### src/rtl/seq_pkg.sv
// seq_pkg: shared types and constants for the serializer and the sequence detector bench.
//   ser_state_e : serializer FSM states
//   IDLE_BIT    : default level on x while no bit is being sent
package seq_pkg;
  typedef enum logic [1:0] {SER_IDLE, SER_SHIFT, SER_PARITY} ser_state_e;
  localparam logic IDLE_BIT = 1'b1;
endpackage

### src/rtl/seq_bit_serializer_if.sv
// seq_bit_serializer_if: word handshake in, serial bit out.
//   in_data/in_valid/in_ready : upstream valid/ready word channel
//   x/x_valid                 : serial bit to the detector and its qualifier
//   busy                      : a word is in flight
//   master drives words (upstream), slave is the serializer.
interface seq_bit_serializer_if #(parameter int WIDTH = 8);
  logic [WIDTH-1:0] in_data;
  logic in_valid, in_ready, x, x_valid, busy;
  modport master(output in_data, in_valid, input in_ready, x, x_valid, busy);
  modport slave(input in_data, in_valid, output in_ready, x, x_valid, busy);
endinterface

### src/rtl/seq_bit_serializer_shift_reg.sv
// ser_shift_reg: loadable shift register with a down-counter marking the last bit.
//   clk, reset (sync, active-low)
//   load_i  : copy data_i in and restart the counter at WIDTH-1 (wins over shift_i)
//   shift_i : advance one bit and decrement the counter, saturating at 0
//   head_o  : bit currently presented; last_o : counter is 0
module ser_shift_reg #(
  parameter int WIDTH     = 8,
  parameter bit MSB_FIRST = 1'b1
) (
  input  logic             clk,
  input  logic             reset,
  input  logic             load_i,
  input  logic             shift_i,
  input  logic [WIDTH-1:0] data_i,
  output logic             head_o,
  output logic             last_o
);
  localparam int CW = $clog2(WIDTH);
  logic [WIDTH-1:0] sr_q, sr_d;
  logic [CW-1:0] cnt_q, cnt_d;
  always_comb begin
    sr_d = load_i ? data_i : shift_i ? (MSB_FIRST ? {sr_q[WIDTH-2:0], 1'b0} : {1'b0, sr_q[WIDTH-1:1]}) : sr_q;
    cnt_d = load_i ? CW'(WIDTH - 1) : (shift_i && cnt_q != '0) ? cnt_q - CW'(1) : cnt_q;
  end
  always_ff @(posedge clk) begin
    sr_q <= !reset ? '0 : sr_d;
    cnt_q <= !reset ? '0 : cnt_d;
  end
  assign head_o = MSB_FIRST ? sr_q[WIDTH-1] : sr_q[0];
  assign last_o = cnt_q == '0;
endmodule

### src/rtl/seq_bit_serializer.sv
// seq_bit_serializer: parallel-in/serial-out stage feeding the sequence detector.
//   clk, reset (sync, active-low)
//   bus (slave): in_data/in_valid/in_ready word handshake, x/x_valid serial out, busy
//   Define SEQ_SER_PARITY_EN to append an even-parity bit after each word.
module seq_bit_serializer #(
  parameter int   WIDTH     = 8,
  parameter bit   MSB_FIRST = 1'b1,
  parameter logic IDLE_BIT  = seq_pkg::IDLE_BIT
) (
  input  logic                 clk,
  input  logic                 reset,
  seq_bit_serializer_if.slave  bus
);
  import seq_pkg::*;
  ser_state_e state_q, state_d;
  logic ready, acc, head, last;
`ifdef SEQ_SER_PARITY_EN
  logic par_q;
  // Parity cycle takes over the overlap slot, so readiness moves off the last data bit.
  assign ready = state_q == SER_IDLE || state_q == SER_PARITY;
`else
  assign ready = state_q == SER_IDLE || (state_q == SER_SHIFT && last);
`endif
  // Uses the unmasked ready: while reset is low the state register is forced anyway.
  assign acc = bus.in_valid && ready;
  always_comb begin
    state_d = acc ? SER_SHIFT : (state_q == SER_SHIFT && !last) ? SER_SHIFT : SER_IDLE;
`ifdef SEQ_SER_PARITY_EN
    state_d = (state_q == SER_SHIFT && last) ? SER_PARITY : state_d;
`endif
  end
  ser_shift_reg #(.WIDTH(WIDTH), .MSB_FIRST(MSB_FIRST)) u_sr (
    .clk     (clk),
    .reset   (reset),
    .load_i  (acc),
    .shift_i (state_q == SER_SHIFT),
    .data_i  (bus.in_data),
    .head_o  (head),
    .last_o  (last)
  );
  always_ff @(posedge clk) begin
    state_q <= !reset ? SER_IDLE : state_d;
`ifdef SEQ_SER_PARITY_EN
    par_q <= !reset ? 1'b0 : acc ? ^bus.in_data : par_q;
`endif
  end
  assign bus.in_ready = reset && ready;
  assign bus.x_valid = reset && state_q != SER_IDLE;
  assign bus.busy = reset && state_q != SER_IDLE;
`ifdef SEQ_SER_PARITY_EN
  assign bus.x = (!reset || state_q == SER_IDLE) ? IDLE_BIT : state_q == SER_PARITY ? par_q : head;
`else
  assign bus.x = (!reset || state_q == SER_IDLE) ? IDLE_BIT : head;
`endif
endmodule

### src/flat_wrapper.sv
// flat-port wrapper written by rule: the top's interface ports become plain ports
module seq_bit_serializer_flat import seq_pkg::*;
#(
  parameter int   WIDTH     = 8,
  parameter bit   MSB_FIRST = 1'b1,
  parameter logic IDLE_BIT  = seq_pkg::IDLE_BIT
)
  (clk, reset, bus_in_data, bus_in_valid, bus_in_ready, bus_x, bus_x_valid, bus_busy);
  seq_bit_serializer_if #(.WIDTH(WIDTH)) bus_i ();
  input  logic clk;
  input  logic reset;
  input wire logic [$bits(bus_i.in_data)-1:0] bus_in_data;
  input wire logic [$bits(bus_i.in_valid)-1:0] bus_in_valid;
  output wire logic [$bits(bus_i.in_ready)-1:0] bus_in_ready;
  output wire logic [$bits(bus_i.x)-1:0] bus_x;
  output wire logic [$bits(bus_i.x_valid)-1:0] bus_x_valid;
  output wire logic [$bits(bus_i.busy)-1:0] bus_busy;
  assign bus_i.in_data = bus_in_data;
  assign bus_i.in_valid = bus_in_valid;
  assign bus_in_ready = bus_i.in_ready;
  assign bus_x = bus_i.x;
  assign bus_x_valid = bus_i.x_valid;
  assign bus_busy = bus_i.busy;
  seq_bit_serializer #(.WIDTH(WIDTH), .MSB_FIRST(MSB_FIRST), .IDLE_BIT(IDLE_BIT)) u_core (.clk(clk), .reset(reset), .bus(bus_i));
endmodule
### config.mk
export PLATFORM = sky130hd
export DESIGN_NAME = seq_bit_serializer_flat
export DESIGN_NICKNAME = d
export VERILOG_FILES = /design/src/rtl/seq_pkg.sv /design/src/rtl/seq_bit_serializer_if.sv /design/src/rtl/seq_bit_serializer_shift_reg.sv /design/src/rtl/seq_bit_serializer.sv /design/src/flat_wrapper.sv
export SDC_FILE = /design/constraint.sdc
export NUM_CORES = 1
export LEC_CHECK = 0
export BUFFER_PORTS_ARGS = -buffer_cell sky130_fd_sc_hd__buf_4
export CAP_MARGIN = 0
export CELL_PAD_IN_SITES_DETAIL_PLACEMENT = 2
export CELL_PAD_IN_SITES_GLOBAL_PLACEMENT = 2
export CORE_ASPECT_RATIO = 1.4
export CORE_MARGIN = 2
export CORE_UTILIZATION = 29
export CTS_CLUSTER_SIZE = 28
export DETAILED_ROUTE_END_ITERATION = 16
export GPL_ROUTABILITY_DRIVEN = 0
export PLACE_DENSITY_LB_ADDON = 0.1
export SLEW_MARGIN = 40
export SYNTH_ARGS = -nofsm -noshare
export SYNTH_HDL_FRONTEND = slang
export SYNTH_SLANG_ARGS = --single-unit
### constraint.sdc
create_clock -name clk -period 2 [get_ports clk]
set_input_delay 0.2 -clock clk [delete_from_list [all_inputs] [get_ports clk]]
set_output_delay 0.2 -clock clk [all_outputs]
set_load 0.02 [all_outputs]
# ---- Word-level counts from Yosys, hierarchy flattened
# Index checks and enable logic that the tools add are counted.
# W data, S select, Z words.
dict set report classes {
  n_addsub 1
  n_eq_ne 1
  n_mux 7
  bitwise_logic 1
  reduce_logical 17
}
# op count
set ops {}
lappend ops {{$mux W8} 2}
lappend ops {{$logic_and A1 B1 Y1} 6}
lappend ops {{$mux W3} 2}
lappend ops {{$reduce_bool A2 Y1} 3}
lappend ops {{$logic_not A3 Y1} 1}
lappend ops {{$mux W1} 3}
lappend ops {{$reduce_bool A3 Y1} 1}
lappend ops {{$sub A3 B1 Y3 const B} 1}
lappend ops {{$eq A2 B1 Y1 const B} 1}
lappend ops {{$logic_not A1 Y1} 2}
lappend ops {{$logic_not A2 Y1} 1}
lappend ops {{$logic_or A1 B1 Y1} 2}
lappend ops {{$reduce_or A2 Y1} 1}
lappend ops {{$not A1 Y1} 1}
dict set report totals {
  regBits 13
  inputBits 11
  wordCells 31
}

# ---- Depth between registers and ports, before layout
# Gate-level depths: netlist of the first run.
dict set report logic_depth {
  word_depth 5
  mapped_depth 7
}

# ---- Hierarchy
# From an unflattened synthesis of the first run, not the netlist that was laid out.
dict set report unflattened {
  hier_cells 61
  area_unflattened_um2 695.7
}
# mod n_inst cells_each area_each_um2 seq_area_each_um2
set by_module_without_submodules {}
lappend by_module_without_submodules {ser_shift_reg 1 52 606.8 220.2}
lappend by_module_without_submodules {seq_bit_serializer 1 9 88.8 20.0}

# ---- Least setup slack after synthesis of the first run
# OpenSTA, ideal clock, no wires.
dict set report synth_path {
  path_kind {register -> output}
  start {reg u_core.u_sr.cnt_q[0]}
  end {out bus_in_ready}
  arrival_ns 1.237
  path_slack_ns 0.563
  stages_incl_launch_ff 7
  cell_sequence {dfxtp_1 > inv_1 > ha_1 > ha_1 > and2b_4 > buf_12 > nor2_1}
}
dict set report synth_between {
  elab_chain_len 4
}
# element line
set synth_lines {}
lappend synth_lines {{from (decl)} seq_bit_serializer_shift_reg.sv:20} ;# logic [CW-1:0] cnt_q, cnt_d;
lappend synth_lines {{from (signal assigned)} seq_bit_serializer_shift_reg.sv:27} ;# cnt_q <= !reset ? '0 : cnt_d;
lappend synth_lines {{$logic_not A3 Y1} seq_bit_serializer_shift_reg.sv:30} ;# assign last_o = cnt_q == '0;
lappend synth_lines {{$logic_and A1 B1 Y1} seq_bit_serializer.sv:22} ;# assign ready = state_q == SER_IDLE || (state_q == SER_SHIFT && last);
lappend synth_lines {{$logic_or A1 B1 Y1} seq_bit_serializer.sv:22}
lappend synth_lines {{$logic_and A1 B1 Y1} seq_bit_serializer.sv:47} ;# assign bus.in_ready = reset && ready;
lappend synth_lines {{to (decl)} flat_wrapper.sv:14} ;# output wire logic [$bits(bus_i.in_ready)-1:0] bus_in_ready;
# Every way passes these cells.

# ---- Worst setup path in the final report of the first run
# Ends and elaborated chain as after synthesis.

==> results of run 1 <==
## layout make-up
type / instances / area [um^2]
multi-input cells: 46 / 290
inverters: 5 / 32.5
clock buffers: 3 / 22.5
flip-flops and latches: 12 / 240
well taps: 21 / 26.3
fillers: 232 / 1230
repair buffers: 14 / 105
## cell usage in the layout (no fill, tap or decap)
master,Yosys,final
a211oi_2,3,3
a21oi_1,8,8
a31oi_1,7,7
a32oi_1,1,1
and2_2,1,1
and2b_4,1,1
buf_4,1,14
bufinv_8,1,1
clkbuf_4,0,3
dfxtp_1,12,12
ha_1,2,2
inv_1,4,4
nand2b_1,2,2
nor2_1,2,2
nor2_2,1,1
nor3_1,3,3
o21ai_0,8,8
o21ai_1,6,6
or2_1,1,1
## worst min-delay path by stage
stage / startpoint / endpoint / slack (ps) / cells after the start
finish: bus_in_data[0] / u_core.u_sr.sr_q[0] / 180 / 3
global route: bus_in_data[0] / u_core.u_sr.sr_q[0] / 190 / 3
CTS: bus_in_data[0] / u_core.u_sr.sr_q[0] / 170 / 3
detailed placement: u_core.u_sr.sr_q[1] / u_core.u_sr.sr_q[2] / 470 / 2
global placement: bus_in_data[0] / u_core.u_sr.sr_q[0] / 460 / 3
floorplan: reset / u_core.u_sr.sr_q[1] / 340 / 2
## worst max-delay path, cell delays in order, from the launching register on
cell	delay, ps
dfxtp_1	370
inv_1	50
ha_1	190
ha_1	180
and2b_4	360
nor2_1	60
buf_4	160
## cell families (layout without fill, tap and decap cells)
kind of cell | after synthesis | after routing
buf+inv | 9 | 22
fa+ha+maj | 2 | 2
simple gates | 11 | 11
flops | 12 | 12
compound gates | 33 | 33
## through the flow
stage / area [um^2] / hold WS [ps]
floorplan: 601 / 338
global placement: 694 / 459
detailed placement: 694 / 473
CTS: 717 / 173
global route: 717 / 193
finish: 717 / 180
## power by group
group          leakage [nW]  internal (mW)  switching [mW]
combinational         0.175         0.0592          0.0692
clock                0.0138         0.0700          0.0856
sequential           0.0997          0.262          0.0123
## state kept, by name, indices dropped and copies added (netlist names)
signal and flops:
u_core.state_q 1, u_core.u_sr.cnt_q 3, u_core.u_sr.sr_q 8
## layer usage
| layer | part of all wire (%) | vias up | global-route usage [%] |
|---|---|---|---|
| met4 | 3.3 | 0 | 12.1 |
| li1 | - | 268 | - |
| met3 | 4.5 | 5 | 2.80 |
| met2 | 53 | 11 | 25.9 |
| met1 | 40 | 260 | 15.3 |
| met5 | 0 | - | 0 |
==> reports/results.tsv, run 1 <==
metric	value	unit
run status	finished, final reports clean	
initial DRC count	7	
R2R setup slack	420	ps
mux contribution to synthesized area	0	%
Worst EP required	1800	ps
post-synthesis xor/xnor area fraction	0	%
most common flop cell mapped by yosys	dfxtp_1	
clock sinks	12	
Rel. slew slack	75.0	%
Clock transition at path regs	80	ps
residual DRC count	0	
Setup Skew	1.87	ps
GR Overflow Total	0	
via count	544	
Mean Syn Cell Area	8.96	um^2
RSZ-0062 raised after global routing	false	
ant diodes	0	
flops & latches, synth	12	
worst setup path startpoint	u_core.u_sr.cnt_q[0]	
Synth Warn #	0	
number of setup violations in the final report	0	
CP Class	reg -> out	
r2r endpoint	u_core.u_sr.sr_q[1]	
most frequent cell after synthesis	dfxtp_1	
core area	1950	um^2
post-synthesis compound-gate area fraction	33.3	%
Startpoint Class	register	
Clock Path Buffers	2	
Final Hold Viols	0	
clock root buffer	clkbuf_4	
Initial Utilization	30.8	%
Post-synth EDFFs	0	
CTS Hold Bufs	0	
die width	42.5	um
TritonRoute pass-1 iters	2	
ranking of synthesized cells by area	dfxtp_1 40%, a31oi_1 7.3%, a21oi_1 6.7%	
Leakage Power	0.289	nW
total clock buffers created by CTS	3	
non-filler instance count after layout	101	
Total Die Area	2460	um^2
Max Slew Vio Count	0	
row count	19	
Vias/cell	5.39	
peak supply drop	0.000247	V
crit path max fanout	14	
Final min period	1850	ps
Resized Gates After CTS	0	
area leader, netlist	dfxtp_1	
IO Pins	15	
worst setup margin	151	ps
mapped cell area	601	um^2
dpl hpwl	1150	um
Final Core Density	36.8	%
Wirelength per Cell	15.5	um
Syn Inst Count	67	
Setup Fix Bufs, Post-CTS	0	
H-tree levels	1	
Die Ht	57.8	um
WP data arrival	1650	ps
hold crit path type	in -> reg	
number of max-cap violations	0	
pre-CTS WS	437	ps
DRT antenna net count	0	
Fmax	0.541	GHz
Power Dens Cells	778	nW/um^2
TritonCTS clock tree	built	
vias in the first global route	606	
Final #Nets	95	
share of layout cells above drive strength 1	30.0	%
CP Capture Type	output pin	
R2R depth	6	
largest family of logic cells by synthesized area	compound AO/OA/AOI/OAI gates	
Simple-Gate Fraction of Synth Area	10.8	%
Worst R2R Start	u_core.u_sr.cnt_q[0]	
syn nets	80	
# port buffers	14	
Final period util	92.5	%
top cells by count, synth	12 x dfxtp_1, 8 x a21oi_1, 8 x o21ai_0	
Least-Margin Pin Slew	375	ps
worst skew pair latency	280	ps
antenna violations before repair	0	
Adder-Cell Fraction of Synth Area	4.17	%
asr flop ratio synth	0	%
Netlist cell types	20	
Final Total Pwr	0.558	mW
GRT Overall Usage	14.9	%
largest net degree at the start of global routing	15	
final WL	1570	um
sequential area share after synthesis	40.0	%
Setup TNS	0	ps
synthesis-to-finish area growth	19.4	%
first-pass GRT wire length	2680	um
Synth top area share	40.0	%
dpl cells	98	
Worst Setup EP	bus_in_ready	
Note: power is estimated with default switching activity, not from simulation.
==> inputs of run 2 (changes only) <==
--- a/config.mk
+++ b/config.mk
@@ -5,13 +5,14 @@
 export SDC_FILE = /design/constraint.sdc
 export NUM_CORES = 1
 export LEC_CHECK = 0
+export ABC_AREA = 1
 export BUFFER_PORTS_ARGS = -buffer_cell sky130_fd_sc_hd__buf_4
 export CAP_MARGIN = 0
 export CELL_PAD_IN_SITES_DETAIL_PLACEMENT = 2
 export CELL_PAD_IN_SITES_GLOBAL_PLACEMENT = 2
 export CORE_ASPECT_RATIO = 1.4
 export CORE_MARGIN = 2
-export CORE_UTILIZATION = 29
+export CORE_UTILIZATION = 27
 export CTS_CLUSTER_SIZE = 28
 export DETAILED_ROUTE_END_ITERATION = 16
 export GPL_ROUTABILITY_DRIVEN = 0
==> run 2 against run 1 <==
Worst hold slack improved by 40 ps. Critical endpoint unchanged. Highest routed layer unchanged. Fmax rose by 3.1%. Sequential cell count did not move. Register-to-register slack improved by 80 ps. Global-route usage barely moved. Critical path type unchanged.
==> reports/results.tsv, run 2 <==
metric	value	unit	change
run status	finished, final reports clean		
CP Capture Type	output pin		
worst setup margin	207	ps	+55.8 ps
ant diodes	0		unchanged
residual DRC count	0		unchanged
DRT antenna net count	0		unchanged
Final period util	89.7	%	-2.8 points
syn nets	109		+36%
Startpoint Class	register		
worst-path cell chain	inv_1 -> ha_1 -> ha_1 -> inv_1 -> nand2_4 -> inv_1 -> nor2_1 -> buf_4		
cell count of the worst hold path	3		unchanged
Rel. slew slack	81.9	%	+6.9 points
clock sinks	12		unchanged
CP most frequent cell	inv_1		
sequential area share after synthesis	36.9	%	-3.1 points
dpl hpwl	1230	um	+6.6%
Synth top area share	36.9	%	-3.1 points
commonest non-fill, non-tap cells in the layout	17 x nor2_1, 15 x inv_1, 14 x buf_4, 12 x nand2_1, 12 x dfxtp_1		
first-pass GRT wire length	3020	um	+13%
worst skew pair latency	280	ps	about the same
total clock buffers created by CTS	3		unchanged
Worst path slowest cell	dfxtp_1		
vias in the first global route	668		+10%
Synth Warn #	0		unchanged
hold crit path type	in -> reg		
# port buffers	14		unchanged
crit-path max cell delay	320	ps	-50 ps
ranking of synthesized cells by area	dfxtp_1 37%, nor2_1 9.8%, inv_1 8.6%		
R2R depth	8		+2
Clock transition at path regs	80	ps	about the same
via count	642		+18%
area leader, netlist	dfxtp_1		
non-filler instance count after layout	131		+30%
CP Class	reg -> out		
WP data arrival	1590	ps	-60 ps
Final Total Pwr	0.609	mW	+9.1%
top cells by count, synth	17 x nor2_1, 15 x inv_1, 12 x dfxtp_1, 12 x nand2_1, 11 x a21oi_1		
pre-CTS WS	428	ps	-8.59 ps
routing usage on met3	2.62	%	-0.19 points
flops & latches, synth	12		unchanged
row count	21		+2
Setup Skew	2.40	ps	+0.526 ps
Netlist cell types	15		-25%
crit path max fanout	17		+3
Wirelength per Cell	13.2	um	-15%
H-tree levels	1		unchanged
Final min period	1790	ps	-55.8 ps
Initial Utilization	27.9	%	-2.9 points
Largest regs	u_core.u_sr.sr_q x8, u_core.u_sr.cnt_q x3, u_core.state_q x1		
met1 Track Usage GR	15.7	%	+0.43 points
M2 GR Usage	25.7	%	-0.23 points
most common flop cell mapped by yosys	dfxtp_1		
IO Pins	15		unchanged
RSZ-0062 raised after global routing	false		
minimum hold slack	220	ps	+39.9 ps
die width	45.5	um	+7.2%
Syn Inst Count	96		+43%
Mean Syn Cell Area	6.79	um^2	-24%
Worst EP required	1800	ps	about the same
share of layout cells above drive strength 1	20.4	%	-9.6 points
largest net degree at the start of global routing	18		+3
Clock Path Buffers	2		unchanged
dpl cells	127		+30%
core area	2340	um^2	+20%
GRT Overall Usage	14.9	%	about the same
number of setup violations in the final report	0		unchanged
gr busiest metal	met2		
TritonCTS clock tree	built		
Register Area	240	um^2	unchanged
number of max-cap violations	0		unchanged
peak supply drop	0.000256	V	+3.8%
Least-Margin Pin Slew	270	ps	-105 ps
Total Die Area	2830	um^2	+15%
largest reg by FF count	u_core.u_sr.sr_q		
most frequent cell after synthesis	nor2_1		
Final Hold Viols	0		unchanged
Post-synth EDFFs	0		unchanged
number of flip-flops in the largest register	8		unchanged
CTS Hold Bufs	0		unchanged
Final #Nets	122		+28%
# fillers	296		+28%
asr flop ratio synth	0	%	unchanged
Power Dens Cells	787	nW/um^2	+1.2%
Leakage Power	0.391	nW	+35%
Vias/cell	4.90		-9.0%
Die Ht	62.1	um	+7.4%
Fmax	0.558	GHz	+3.1%
mapped cell area	652	um^2	+8.5%
Setup TNS	0	ps	unchanged
TritonRoute pass-1 iters	2		unchanged
initial DRC count	4		-3
clock root buffer	clkbuf_4		
antenna violations before repair	0		unchanged
commonest non-fill, non-tap cell in the layout	nor2_1		
GR Overflow Total	0		unchanged
synthesis-to-finish area growth	18.6	%	
final WL	1740	um	+11%
multi-input combinational cell area	303	um^2	+4.3%
Max Slew Vio Count	0		unchanged
## run 2: cell count changes in the layout (fill, tap and decap cells not counted), moves of 6 or more
cell     previous run  this run
a31oi_1             7         0
inv_1               4        15
nand2_1             0        12
nand3_1             0         9
nor2_1              2        17
o21ai_1             6         0
## run 2: report_power, final
| group | leakage [nW] | switching [mW] | internal (mW) |
|---|---|---|---|
| Combinational | 0.270 | 0.0819 | 0.0529 |
| Clock | 0.0210 | 0.0917 | 0.111 |
| Sequential | 0.0997 | 0.0101 | 0.261 |
| Total | 0.391 | 0.184 | 0.425 |
## run 2: worst paths after layout
path                         from                   end  slack [ps]
max          u_core.u_sr.cnt_q[0]          bus_in_ready         210
min                         reset  u_core.u_sr.cnt_q[2]         220
max reg2reg  u_core.u_sr.cnt_q[0]  u_core.u_sr.cnt_q[0]         500
min reg2reg  u_core.u_sr.cnt_q[2]  u_core.u_sr.cnt_q[2]         470
## run 2: final cells by class
type | instances | share of cell area [%]
multi-input combinational | 62 | 39.2
tap | 23 | 3.72
sequential | 12 | 31.1
clock buffer | 4 | 4.69
timing repair buffer | 14 | 13.6
inverter | 16 | 7.77
## run 2: cell families (layout without fill, tap and decap cells)
kind of cell               count (synthesis)  after routing  share of synthesized area, %
and+or+nand+nor                           41             41                          27.3
buffers and inverters                     22             34                          17.5
AOI/OAI and AO/OA                         19             19                          14.6
DFF                                       12             12                          36.9
adders and majority gates                  2              2                          3.84
## run 2: timing repair
action | 4_1_cts | 5_1_grt
buffers inserted | 0 | 0
gates resized for setup | 0 | 1
endpoints found under the setup margin | 0 | 1
## run 2: layer usage
layer / vias to the layer above / wire length (um)
met4: 0 / 48
li1: 319 / -
met3: 4 / 38
met5: - / 0
met1: 311 / 704
met2: 8 / 943
## run 2: metrics by stage
| step | utilization, % | area (um^2) |
|---|---|---|
| 2_1_floorplan | - | 652 |
| 5_1_grt | 33.1 | 773 |
| 3_3_place_gp | 31.3 | 732 |
| 4_1_cts | 32.9 | 768 |
| 6_report | 33.1 | 773 |
| 3_5_place_dp | 31.3 | 732 |
## run 2: critical path, delay by kind of cell, from the launching register on
family / cells / cell delay, ps
buffers and inverters: 4 / 450
and+or+nand+nor: 2 / 180
adders and majority gates: 2 / 370
DFF: 1 / 320
